$ cat src/rtl/dmem_arb_pkg.sv
// Shared definitions for the data-memory arbiter: FSM encoding, requester IDs
// and the supported read-latency range.
package dmem_arb_pkg;

    typedef enum logic {
        ST_IDLE    = 1'b0,
        ST_RD_WAIT = 1'b1
    } state_t;

    typedef logic req_id_t;

    localparam req_id_t REQ_C = 1'b0;
    localparam req_id_t REQ_D = 1'b1;

    localparam int RD_LAT_MIN = 1;
    localparam int RD_LAT_MAX = 4;
    localparam int CNT_W      = 2;

endpackage

$ cat src/rtl/dmem_arb_rr_arb2.sv
// Two-way round-robin arbiter: on contention the requester not granted last
// wins; the pointer follows every grant issued while enabled.
module rr_arb2
    import dmem_arb_pkg::*;
(
    input  logic       i_clk,
    input  logic       i_rst,
    input  logic [1:0] i_req,
    input  logic       i_en,
    output logic [1:0] o_gnt
);

    req_id_t    r_last;
    logic [1:0] w_gnt;

    always_comb begin
        w_gnt = 2'b00;
        if (i_en) begin
            if (i_req == 2'b11) begin
                w_gnt = (r_last == REQ_C) ? 2'b10 : 2'b01;
            end else begin
                w_gnt = i_req;
            end
        end
    end

    // Reset to "debug granted last" so the core wins the first contention.
    always_ff @(posedge i_clk or posedge i_rst) begin
        if (i_rst) begin
            r_last <= REQ_D;
        end else if (|w_gnt) begin
            r_last <= w_gnt[1] ? REQ_D : REQ_C;
        end
    end

    assign o_gnt = w_gnt;

endmodule

$ cat src/rtl/dmem_arb.sv
// Data-memory arbiter between the core MEM stage and a debug/DMA port.
// Writes complete in the grant cycle; reads block new grants until rdata returns.
module dmem_arb
    import dmem_arb_pkg::*;
#(
    parameter int RD_LAT = 1
) (
    input  logic        i_clk,
    input  logic        i_rst,
    input  logic        i_c_req,
    input  logic        i_c_wen,
    input  logic [31:0] i_c_addr,
    input  logic [31:0] i_c_wdata,
    input  logic [3:0]  i_c_mask,
    input  logic        i_d_req,
    input  logic        i_d_wen,
    input  logic [31:0] i_d_addr,
    input  logic [31:0] i_d_wdata,
    input  logic [3:0]  i_d_mask,
    output logic        o_c_gnt,
    output logic        o_d_gnt,
    output logic        o_c_rvld,
    output logic        o_d_rvld,
    output logic [31:0] o_c_rdata,
    output logic [31:0] o_d_rdata,
    output logic [31:0] o_dmem_addr,
    output logic [31:0] o_dmem_wdata,
    output logic [3:0]  o_dmem_mask,
    output logic        o_dmem_ren,
    output logic        o_dmem_wen,
    input  logic [31:0] i_dmem_rdata,
    output logic        o_stall
);

    if (RD_LAT < RD_LAT_MIN || RD_LAT > RD_LAT_MAX) begin : g_bad_lat
        $error("dmem_arb: RD_LAT out of range");
    end

    // RD_LAT=4 truncates to 0; the counter then wraps 0->3->2->1, still four cycles.
    localparam logic [CNT_W-1:0] LAT_LOAD = CNT_W'(RD_LAT);

    state_t           r_state, w_state_nxt;
    logic [CNT_W-1:0] r_cnt, w_cnt_nxt;
    req_id_t          r_owner, w_owner_nxt;

    logic       w_en;
    logic [1:0] w_gnt;
    logic       w_any_gnt;
    req_id_t    w_win;
    logic       w_win_wen;
    logic       w_rvld;

    // Reset gates grants combinationally so strobes drop the moment it asserts.
    assign w_en = (r_state == ST_IDLE) & ~i_rst;

    rr_arb2 u_rr (
        .i_clk (i_clk),
        .i_rst (i_rst),
        .i_req ({i_d_req, i_c_req}),
        .i_en  (w_en),
        .o_gnt (w_gnt)
    );

    assign w_any_gnt = |w_gnt;
    assign w_win     = w_gnt[1] ? REQ_D : REQ_C;
    assign w_win_wen = (w_win == REQ_D) ? i_d_wen : i_c_wen;

    always_ff @(posedge i_clk or posedge i_rst) begin
        if (i_rst) begin
            r_state <= ST_IDLE;
            r_cnt   <= '0;
            r_owner <= REQ_C;
        end else begin
            r_state <= w_state_nxt;
            r_cnt   <= w_cnt_nxt;
            r_owner <= w_owner_nxt;
        end
    end

    always_comb begin
        w_state_nxt = r_state;
        w_cnt_nxt   = r_cnt;
        w_owner_nxt = r_owner;
        case (r_state)
            ST_IDLE: begin
                if (w_any_gnt && !w_win_wen) begin
                    w_state_nxt = ST_RD_WAIT;
                    w_cnt_nxt   = LAT_LOAD;
                    w_owner_nxt = w_win;
                end
            end
            ST_RD_WAIT: begin
                w_cnt_nxt = r_cnt - CNT_W'(1);
                if (r_cnt == CNT_W'(1)) begin
                    w_state_nxt = ST_IDLE;
                end
            end
            default: w_state_nxt = ST_IDLE;
        endcase
    end

    assign w_rvld = (r_state == ST_RD_WAIT) && (r_cnt == CNT_W'(1));

    always_comb begin
        o_dmem_addr  = '0;
        o_dmem_wdata = '0;
        o_dmem_mask  = '0;
        o_dmem_ren   = 1'b0;
        o_dmem_wen   = 1'b0;
        if (w_any_gnt) begin
            o_dmem_addr = (w_win == REQ_D) ? i_d_addr : i_c_addr;
            o_dmem_mask = (w_win == REQ_D) ? i_d_mask : i_c_mask;
            if (w_win_wen) begin
                o_dmem_wen   = 1'b1;
                o_dmem_wdata = (w_win == REQ_D) ? i_d_wdata : i_c_wdata;
            end else begin
                o_dmem_ren = 1'b1;
            end
        end
    end

    assign o_c_gnt   = w_gnt[0];
    assign o_d_gnt   = w_gnt[1];
    assign o_c_rvld  = w_rvld && (r_owner == REQ_C);
    assign o_d_rvld  = w_rvld && (r_owner == REQ_D);
    assign o_c_rdata = o_c_rvld ? i_dmem_rdata : '0;
    assign o_d_rdata = o_d_rvld ? i_dmem_rdata : '0;
    assign o_stall   = i_c_req & ~w_gnt[0];

endmodule

$ cat config.mk
export PLATFORM = sky130hd
export DESIGN_NAME = dmem_arb
export DESIGN_NICKNAME = d
export VERILOG_FILES = /design/src/rtl/dmem_arb_pkg.sv /design/src/rtl/dmem_arb_rr_arb2.sv /design/src/rtl/dmem_arb.sv
export SDC_FILE = /design/constraint.sdc
export NUM_CORES = 1
export LEC_CHECK = 0
export ABC_AREA = 1
export CAP_MARGIN = 20
export CORE_AREA = 2 2 120 122
export DETAILED_ROUTE_END_ITERATION = 16
export DIE_AREA = 0 0 122 124
export GPL_ROUTABILITY_DRIVEN = 0
export PLACE_DENSITY_LB_ADDON = 0.2
export SLEW_MARGIN = 25
export SYNTH_ARGS = -nofsm -noshare
export SYNTH_HDL_FRONTEND = slang
export SYNTH_SLANG_ARGS = --single-unit
$ cat constraint.sdc
create_clock -name i_clk -period 2.3 [get_ports i_clk]
set_clock_uncertainty 0.2 [all_clocks]
set_input_delay 0.575 -clock i_clk [delete_from_list [all_inputs] [get_ports i_clk]]
set_output_delay 0.575 -clock i_clk [all_outputs]
set_load 0.1 [all_outputs]
* Yosys cells after proc, flatten, opt, wreduce, memory -nomap -nowiden *
Index checks and enable logic that the tools add are counted.
W data, S select, Z words.

word-level totals
  bits of input ports = 174
  memories = 0
  register bits after elaboration = 5
  RAM bits = 0
  bits in latches = 0
  word-level logic and storage cells = 44
  bits in read-only memories = 0
  output and inout port bits = 139

cells by class
  shift operators = 0
  multiplexer cells = 23
  equality and inequality tests = 3
  divide/modulo/power cells = 0
  order comparisons = 0
  reductions and logical operators = 7
  $mul = 0
  add/subtract/negate cells = 1
  bitwise logic cells = 6

operators by type and width
  cell                   count
  $mux W32               7
  $mux W1                8
  $mux W2                4
  $mux W4                2
  $logic_and A1 B1 Y1    4
  $not A1 Y1             4
  $pmux W2 S2            1
  $and A1 B1 Y1          2
  $eq A2 B1 Y1 const B   1
  $eq A2 B2 Y1 const B   1
  $ne A2 B1 Y1 const B   1
  $pmux W1 S2            1
  $reduce_and A2 Y1      1
  $reduce_or A2 Y1       1
  $sub A2 B1 Y2 const B  1
  $logic_not A1 Y1       1

* Longest topological paths before layout *
Gate-level depths: netlist of the first run.

  depth in word-level cells = 9
  mapped depth = 9
  depth with buffers taken out = 8

* Modules after synthesis *
From an unflattened synthesis of the first run, not the netlist that was laid out.

unflattened totals
  cells, all modules = 384
  area, all modules = 1896.8 µm²

modules (own cells, without submodules)
  module    seq. area each (µm²)  area an instance (µm²)  instances  cells each
  dmem_arb  100.1                 1828.0                  1          372
  rr_arb2   26.3                  68.8                    1          12

* Least setup slack after synthesis of the first run *
No wires, ideal clock.

  path type = reg-to-output
  start = reg r_cnt[1]
  end = out o_d_rdata[0]
  required time = 1.525 ns
  arrival = 3.697 ns
  stages on the path, launching flop included = 8
  setup slack = -2.172 ns
  path buffers = 1
  path through = dfrtp_1 > inv_1 > ha_1 > nand2_1 > nor2_1 > inv_1 > clkbuf_1 > nor2_1

on the way
  cells in the longest elaborated chain, start to end = 4

RTL lines
  element                   line             source
  start: declaration        dmem_arb.sv:43   logic [CNT_W-1:0] r_cnt, w_cnt_nxt;
  start signal: assignment  dmem_arb.sv:75   r_cnt <= w_cnt_nxt;
  $eq A2 B1 Y1              dmem_arb.sv:102  assign w_rvld = (r_state == ST_RD_WAIT) && (r_cnt == CNT_W'(1));
  $logic_and A1 B1 Y1       dmem_arb.sv:102
  $logic_and A1 B1 Y1       dmem_arb.sv:125  assign o_d_rvld = w_rvld && (r_owner == REQ_D);
  named net o_d_rvld        dmem_arb.sv:23   output logic o_d_rvld,
  $mux W32                  dmem_arb.sv:127  assign o_d_rdata = o_d_rvld ? i_dmem_rdata : '0;
  end: declaration          dmem_arb.sv:25   output logic [31:0] o_d_rdata,

The timed path passes the listed nets, and every way through them passes these cells.

* Final worst setup path of the first run *
  start = reg u_rr.r_last
  end = out o_dmem_addr[20]

on the way
  cells in the longest elaborated chain, start to end = 6
  elaborated cells between the ends (all ways) = 7
  classes of those cells = mux (6); reduce/logical (1)

RTL lines
  element                   line                    source
  start: declaration        dmem_arb_rr_arb2.sv:13  req_id_t r_last;
  start signal: assignment  dmem_arb_rr_arb2.sv:32  r_last <= w_gnt[1] ? REQ_D : REQ_C;
  $mux W2 (*)               dmem_arb_rr_arb2.sv:20  w_gnt = (r_last == REQ_C) ? 2'b10 : 2'b01;
  $mux W2 (*)               dmem_arb_rr_arb2.sv:19  if (i_req == 2'b11) begin
  $mux W2 (*)               dmem_arb_rr_arb2.sv:18  if (i_en) begin
  $mux W1                   dmem_arb.sv:65          assign w_win = w_gnt[1] ? REQ_D : REQ_C;
  $mux W32                  dmem_arb.sv:111         o_dmem_addr = (w_win == REQ_D) ? i_d_addr : i_c_addr;
  $mux W32 (*)              dmem_arb.sv:110         if (w_any_gnt) begin
  end: declaration          dmem_arb.sv:26          output logic [31:0] o_dmem_addr,

Mark *: on every way between the ends. The rest lies on a longest branch, timed or not.

==> impl_metrics.tcl, run 1 <==
set metrics [dict create \
    grt_start_max_net_pins 23 \
    hold_class "primary input to async pin" \
    synth_top_family_by_area "simple AND/OR/NAND/NOR gates" \
    drc 0 \
    drt_iter0_drc 53 \
    status "finished, violations left" \
    synth-compound-area-share_pct 21.9 \
    post-place-ws_ns -0.814 \
    antenna_cells 0 \
    ctsHoldBuffers 0 \
    failed_checks "negative setup slack" \
    postRouteAntennaNets 0 \
    crit_slowest_cell "dfstp_2" \
    avgSynthCellArea_um2 4.48 \
    hpwl_um 11800 \
    crit_arrival_ns 1.84 \
    maxCapViolations 0 \
    wl_per_cell_um 17.1 \
    syn_inst 373 \
    die_h_um 124 \
    gr-usage-all-layers_pct 18.8 \
    coreArea_um2 13700 \
    grt_overflow_total 0 \
    drive_gt1_share_pct 51.9 \
    rows 43 \
    maxSlewHeadroom_pct 81.7 \
    finalCriticalPeriod_ns 2.62 \
    yosysSeqAreaShare_pct 7.55 \
    finalNonFillerCells 891 \
    path_max_fanout 17 \
    syn_area_um2 1670 \
    antenna_found_initial 2 \
    finalSetupTns_ns -25.85 \
    drv_slew 0 \
    clk_pin_slew_ns 0.03 \
    crit_required_ns 1.52 \
    ys_warn_count 0 \
    ir_drop_uv 354 \
    path_cells "a21oi_4 -> nand2_4 -> buf_8 -> buf_12 -> o21ai_1 -> nor2_4 -> buf_12" \
    grt_pass1_vias 4064 \
    crit_path_max_incr_delay_ns 0.56 \
    synth-xor-area-share_pct 0 \
    crit_path_start_kind "flop" \
    rsz0062_at_grt "yes" \
    syn_nets 548 \
    end_kind "output pin" \
    area_growth_pct 404 \
    synthAdderAreaFrac_pct 0.748 \
    numCtsBuffers 3 \
    synth-simple-area-share_pct 51.0 \
    dieArea_um2 15100 \
    port_buffers 312 \
    insertion_delay_ns 0.23 \
    cts_tree "done" \
    chipWidth_um 122 \
    first_pass_iters 4 \
    hold_viol 0 \
    crit_family "buffers and inverters" \
    pin_count 313 \
    crit_buf_inv 3 \
    power.density_nw_per_um2 857 \
    fin_crit_sh_pct 114 \
    finish.net_count 887 \
    wirelength_um 15200 \
    worst_pin_slew_ns 0.273 \
    root_buffer "clkbuf_16" \
    ys_seq_elements 5 \
    cpMostUsedCell "buf_12" \
    fin_util_pct 61.5 \
    fmax_ghz 0.382 \
    criticalPathCategory "flop to output pin" \
    cts.sinks 5 \
    h-tree-depth 1 \
    grt_first_pass_wirelength_um 22000 \
    clk_path_buf_depth 2 \
    vias 3783 \
    yosys-mux-area-fraction_pct 0 \
    setup_ws_ns -0.318 \
    post-place-cells 867 \
    setup_viol 136 \
    vias_per_cell 4.25 \
    ys_types 20 \
    p_leak_nw 3.16 \
    initial_utilization_pct 12.2 \
]
[through the flow]
| step | total power, mW | area, um^2 | hold WS [ns] |
|---|---|---|---|
| after floorplan | 3.89 | 2580 | 0.153 |
| after global placement | 6.07 | 7420 | 0.279 |
| after detailed placement | 6.14 | 7420 | 0.285 |
| after CTS | 7.05 | 8200 | 0.0899 |
| after global routing | 7.48 | 8440 | 0.0609 |
| final | 7.23 | 8440 | 0.0512 |
[worst register-to-register path, delay by kind of cell, from the launching register on]
family	cells	cell delay [ns]
compound gates	1	0.08
buf+inv	4	0.49
flops	1	0.56
simple gates	5	0.41
[area by class of cell]
class                   instances  area, um^2
repair buffers                361        5220
flip-flops and latches          5         126
well taps                     180         225
inverters                      46         201
multi-input cells             295        2590
clock buffers                   4        78.8
fillers                      1124        5280
[where the power goes]
group,switching [mW],leakage (nW),internal [mW]
Sequential,0.0513,0.0593,0.142
Combinational,4.24,3.06,2.51
Clock,0.0616,0.0382,0.230
[registers in the layout (all words and copies together) (netlist names)]
register,count
u_rr.r_last,1
r_cnt,2
r_state,1
r_owner,1
[cell families (layout without fill, tap and decap cells)]
family	count (synthesis)	count (layout)
adders and majority gates	1	1
buffers and inverters	73	411
AOI/OAI and AO/OA	72	72
DFF	5	5
and+or+nand+nor	222	222
[cell usage in the layout, fill, tap and decap left out, types with 2 or more instances in the layout]
cell             netlist  final
o21ai_0                8      2
buf_4                  4     20
dfrtp_1                4      4
inv_1                 45     37
nand2_1               75     71
clkbuf_16              0      5
buf_8                  0      2
o21ai_2                0      9
o21ai_1               30     19
nor2_4                 0    104
clkdlybuf4s50_1        0    169
buf_16                 0      5
nor2_1               139     36
buf_6                  2     11
inv_6                  0      2
nand2_2                3      2
buf_12                 0    151
inv_2                  1      2
nand2_4                0      3
nand3_4                0      2
nand2_8                0      2
o21ai_4                0      8
a21oi_4                0     33
clkinvlp_4             0      3
[synthesized netlist by cell type]
library cell | n | share of area (%)
a21boi_1 | 1 | 0.45
inv_1 | 45 | 10
nand3_1 | 3 | 0.90
buf_2 | 8 | 2.4
dfstp_2 | 1 | 1.6
clkbuf_1 | 13 | 2.9
inv_2 | 1 | 0.22
buf_4 | 4 | 1.8
nand2_1 | 75 | 17
a21oi_1 | 32 | 9.6
nand3_2 | 1 | 0.60
nor2_2 | 1 | 0.37
a21oi_2 | 1 | 0.52
buf_6 | 2 | 1.3
o21ai_1 | 30 | 9.0
ha_1 | 1 | 0.75
o21ai_0 | 8 | 2.4
nor2_1 | 139 | 31
dfrtp_1 | 4 | 6.0
nand2_2 | 3 | 1.1
[metal layers]
layer  GRT usage [%]  up-vias  part of all wire [%]
li1                -     1806                     -
met1            16.3     1762                    30
met2            40.9      196                    59
met3            6.64       15                    10
met4            2.73        4                  0.85
met5               0        -                  0.20
[path summary, 6_finish.rpt]
path	startpoint	to	slack [ns]	depth (start not counted)
worst max-delay path	u_rr.r_last	o_dmem_addr[20]	-0.32	7
worst min-delay path	i_rst	r_cnt[0]	0.05	2
worst max register to register	u_rr.r_last	r_owner	0.43	10
worst min register to register	r_cnt[1]	r_cnt[1]	0.35	2
max in group asynchronous	i_rst	u_rr.r_last	1.61	2
min in group i_clk	r_cnt[1]	r_cnt[1]	0.35	2
[what timing repair did]
item	CTS	global route
cloned	8	2
setup endpoints to repair	137	136
resized for setup	127	35
pin swaps	12	22
buffers inserted	4	9
No activity file was read; power rests on OpenSTA's default activity.
==> run 2, diff against run 1 <==
--- a/config.mk
+++ b/config.mk
@@ -11,8 +11,9 @@
 export DETAILED_ROUTE_END_ITERATION = 16
 export DIE_AREA = 0 0 122 124
 export GPL_ROUTABILITY_DRIVEN = 0
-export PLACE_DENSITY_LB_ADDON = 0.2
-export SLEW_MARGIN = 25
+export HOLD_SLACK_MARGIN = 0.03
+export PLACE_DENSITY_LB_ADDON = 0.12
+export SLEW_MARGIN = 20
 export SYNTH_ARGS = -nofsm -noshare
 export SYNTH_HDL_FRONTEND = slang
 export SYNTH_SLANG_ARGS = --single-unit
==> impl_metrics.tcl, run 2 (same netlist as run 1, synthesis figures left out) <==
set metrics [dict create \
    fmax_ghz 0.378 \
    crit_slowest_cell "dfstp_2" \
    cts.sinks 5 \
    initial_utilization_pct 12.2 \
    ctsHoldBuffers 0 \
    met2_wirelength_um 9450 \
    largest_reg_flops 2 \
    numCtsBuffers 3 \
    antenna_cells 0 \
    crit_family "flip-flops" \
    vias_per_cell 4.33 \
    post-place-cells 866 \
    power_frac_seq_pct 2.6 \
    mostFrequentLayoutCell "clkdlybuf4s50_1" \
    drt_iter0_drc 65 \
    r2r-end "r_cnt[0]" \
    largest-register "r_cnt" \
    dieArea_um2 15100 \
    gr-usage-all-layers_pct 21.4 \
    root_buffer "clkbuf_16" \
    area_growth_pct 456 \
    die_h_um 124 \
    final_cell_mix "168 x clkdlybuf4s50_1, 160 x buf_12, 110 x nor2_4" \
    grt_pass1_vias 4370 \
    criticalPathCategory "flop to output pin" \
    power.density_nw_per_um2 833 \
    pin_count 313 \
    crit_path_start_kind "flop" \
    r2r_slack_ns 0.27 \
    setup_viol 136 \
    vias 3986 \
    path_max_fanout 5 \
    crit_buf_inv 4 \
    insertion_delay_ns 0.23 \
    rsz0062_at_grt "yes" \
    finish.net_count 916 \
    port_buffers 312 \
    grt_start_max_net_pins 16 \
    wl_met3_um 2000 \
    grt_first_pass_wirelength_um 24800 \
    cts_tree "done" \
    grt_overflow_total 0 \
    fin_crit_sh_pct 115 \
    cpMostUsedCell "buf_12" \
    n_fill_cell 1006 \
    p_leak_nw 3.51 \
    rr_startpoint "u_rr.r_last" \
    p_int_mw 3.20 \
    setup_ws_ns -0.345 \
    wirelength_um 17200 \
    top_layer_used "met4" \
    drc 0 \
    crit_required_ns 1.52 \
    hold_class "primary input to async pin" \
    maxCapViolations 0 \
    finalCriticalPeriod_ns 2.65 \
    coreArea_um2 13700 \
    rows 43 \
    status "finished, violations left" \
    finalSetupTns_ns -26.50 \
    r2r_cells 13 \
    finalNonFillerCells 920 \
    clk_path_buf_depth 2 \
    worst_pin_slew_ns 0.289 \
    wl_per_cell_um 18.7 \
    whs_ns 0.0533 \
    switchingPower_mw 4.54 \
    maxSlewHeadroom_pct 80.7 \
    hold_viol 0 \
    wl_met1_um 5380 \
    clk_pin_slew_ns 0.03 \
    finalPower_mw 7.74 \
    antenna_found_initial 0 \
    drv_slew 0 \
    failed_checks "negative setup slack" \
    crit_arrival_ns 1.87 \
    crit_path_max_incr_delay_ns 0.56 \
    postRouteAntennaNets 0 \
    p_sw_share_pct 58.7 \
    h-tree-depth 1 \
    first_pass_iters 4 \
    combPwrFrac_pct 93.7 \
    end_kind "output pin" \
    path_cells "a21oi_4 -> nand2_8 -> clkinv_8 -> buf_12 -> buf_16 -> nor2_1 -> nor2_4 -> buf_12" \
    chipWidth_um 122 \
    pwr-share-clk_pct 3.7 \
    drive_gt1_share_pct 61.8 \
    ir_drop_uv 426 \
    hpwl_um 12200 \
]
[run 2: cell count changes in the layout (fill, tap and decap cells not counted), sizes merged]
cell           before  now
buf               189  212
clkinv              1    2
clkbuf              6   12
clkinvlp            3    2
clkdlybuf4s50     169  168
dlygate4sd2         1    2
[run 2: worst reg2reg max path: cells and delay by family (launching register included)]
| family | cells | cell delay, ns |
|---|---|---|
| flip-flops | 1 | 0.38 |
| AND/OR/NAND/NOR | 5 | 0.31 |
| AO/OA/AOI/OAI | 1 | 0.24 |
| buffers and inverters | 7 | 0.79 |
[run 2: repair_timing]
item,4_1_cts,5_1_grt
cloned,15,8
buffers inserted,27,10
pin swaps,44,43
endpoints found under the setup margin,137,136
resized for setup,203,75
[run 2: power by group through the flow]
stage / clock network (mW) / registers [mW] / logic, mW
global route: 0.298 / 0.202 / 7.49
global placement: 0 / 0.177 / 5.93
CTS: 0.292 / 0.189 / 7.08
floorplan: 0 / 0.174 / 3.72
finish: 0.288 / 0.198 / 7.25
detailed placement: 0 / 0.181 / 5.98
[run 2: final cells by class]
class | instances | area [um^2] | share of cell area (%)
Timing Repair Buffer | 390 | 5770 | 62.0
Multi-Input combinational cell | 295 | 2890 | 31.1
Tap cell | 180 | 225 | 2.42
Inverter | 46 | 208 | 2.23
Sequential cell | 5 | 126 | 1.36
Clock buffer | 4 | 78.8 | 0.848
[run 2: stage by stage]
stage               setup slack, ns  cell area, um^2  util [%]
global placement             -0.690             7450      54.3
global route                 -0.411             9300      67.8
finish                       -0.345             9300      67.8
floorplan                     -1.34             2580         -
CTS                          -0.330             8900      64.9
detailed placement           -0.720             7450      54.3
[run 2: worst max-delay path by stage]
| stage | start | endpoint | cells after the start |
|---|---|---|---|
| after detailed placement | i_d_req | o_dmem_mask[0] | 10 |
| after floorplan | r_cnt[1] | o_c_rdata[10] | 7 |
| after global placement | i_d_req | o_dmem_mask[2] | 10 |
| final | u_rr.r_last | o_dmem_addr[30] | 8 |
| after global routing | u_rr.r_last | o_dmem_addr[30] | 8 |
| after CTS | r_state | o_dmem_addr[23] | 9 |
[run 2: routing by layer]
| metal | up-vias | global-route usage (%) |
|---|---|---|
| met3 | 22 | 8.61 |
| met4 | 0 | 5.75 |
| li1 | 1877 | - |
| met5 | - | 0 |
| met2 | 210 | 42.2 |
| met1 | 1877 | 20.3 |
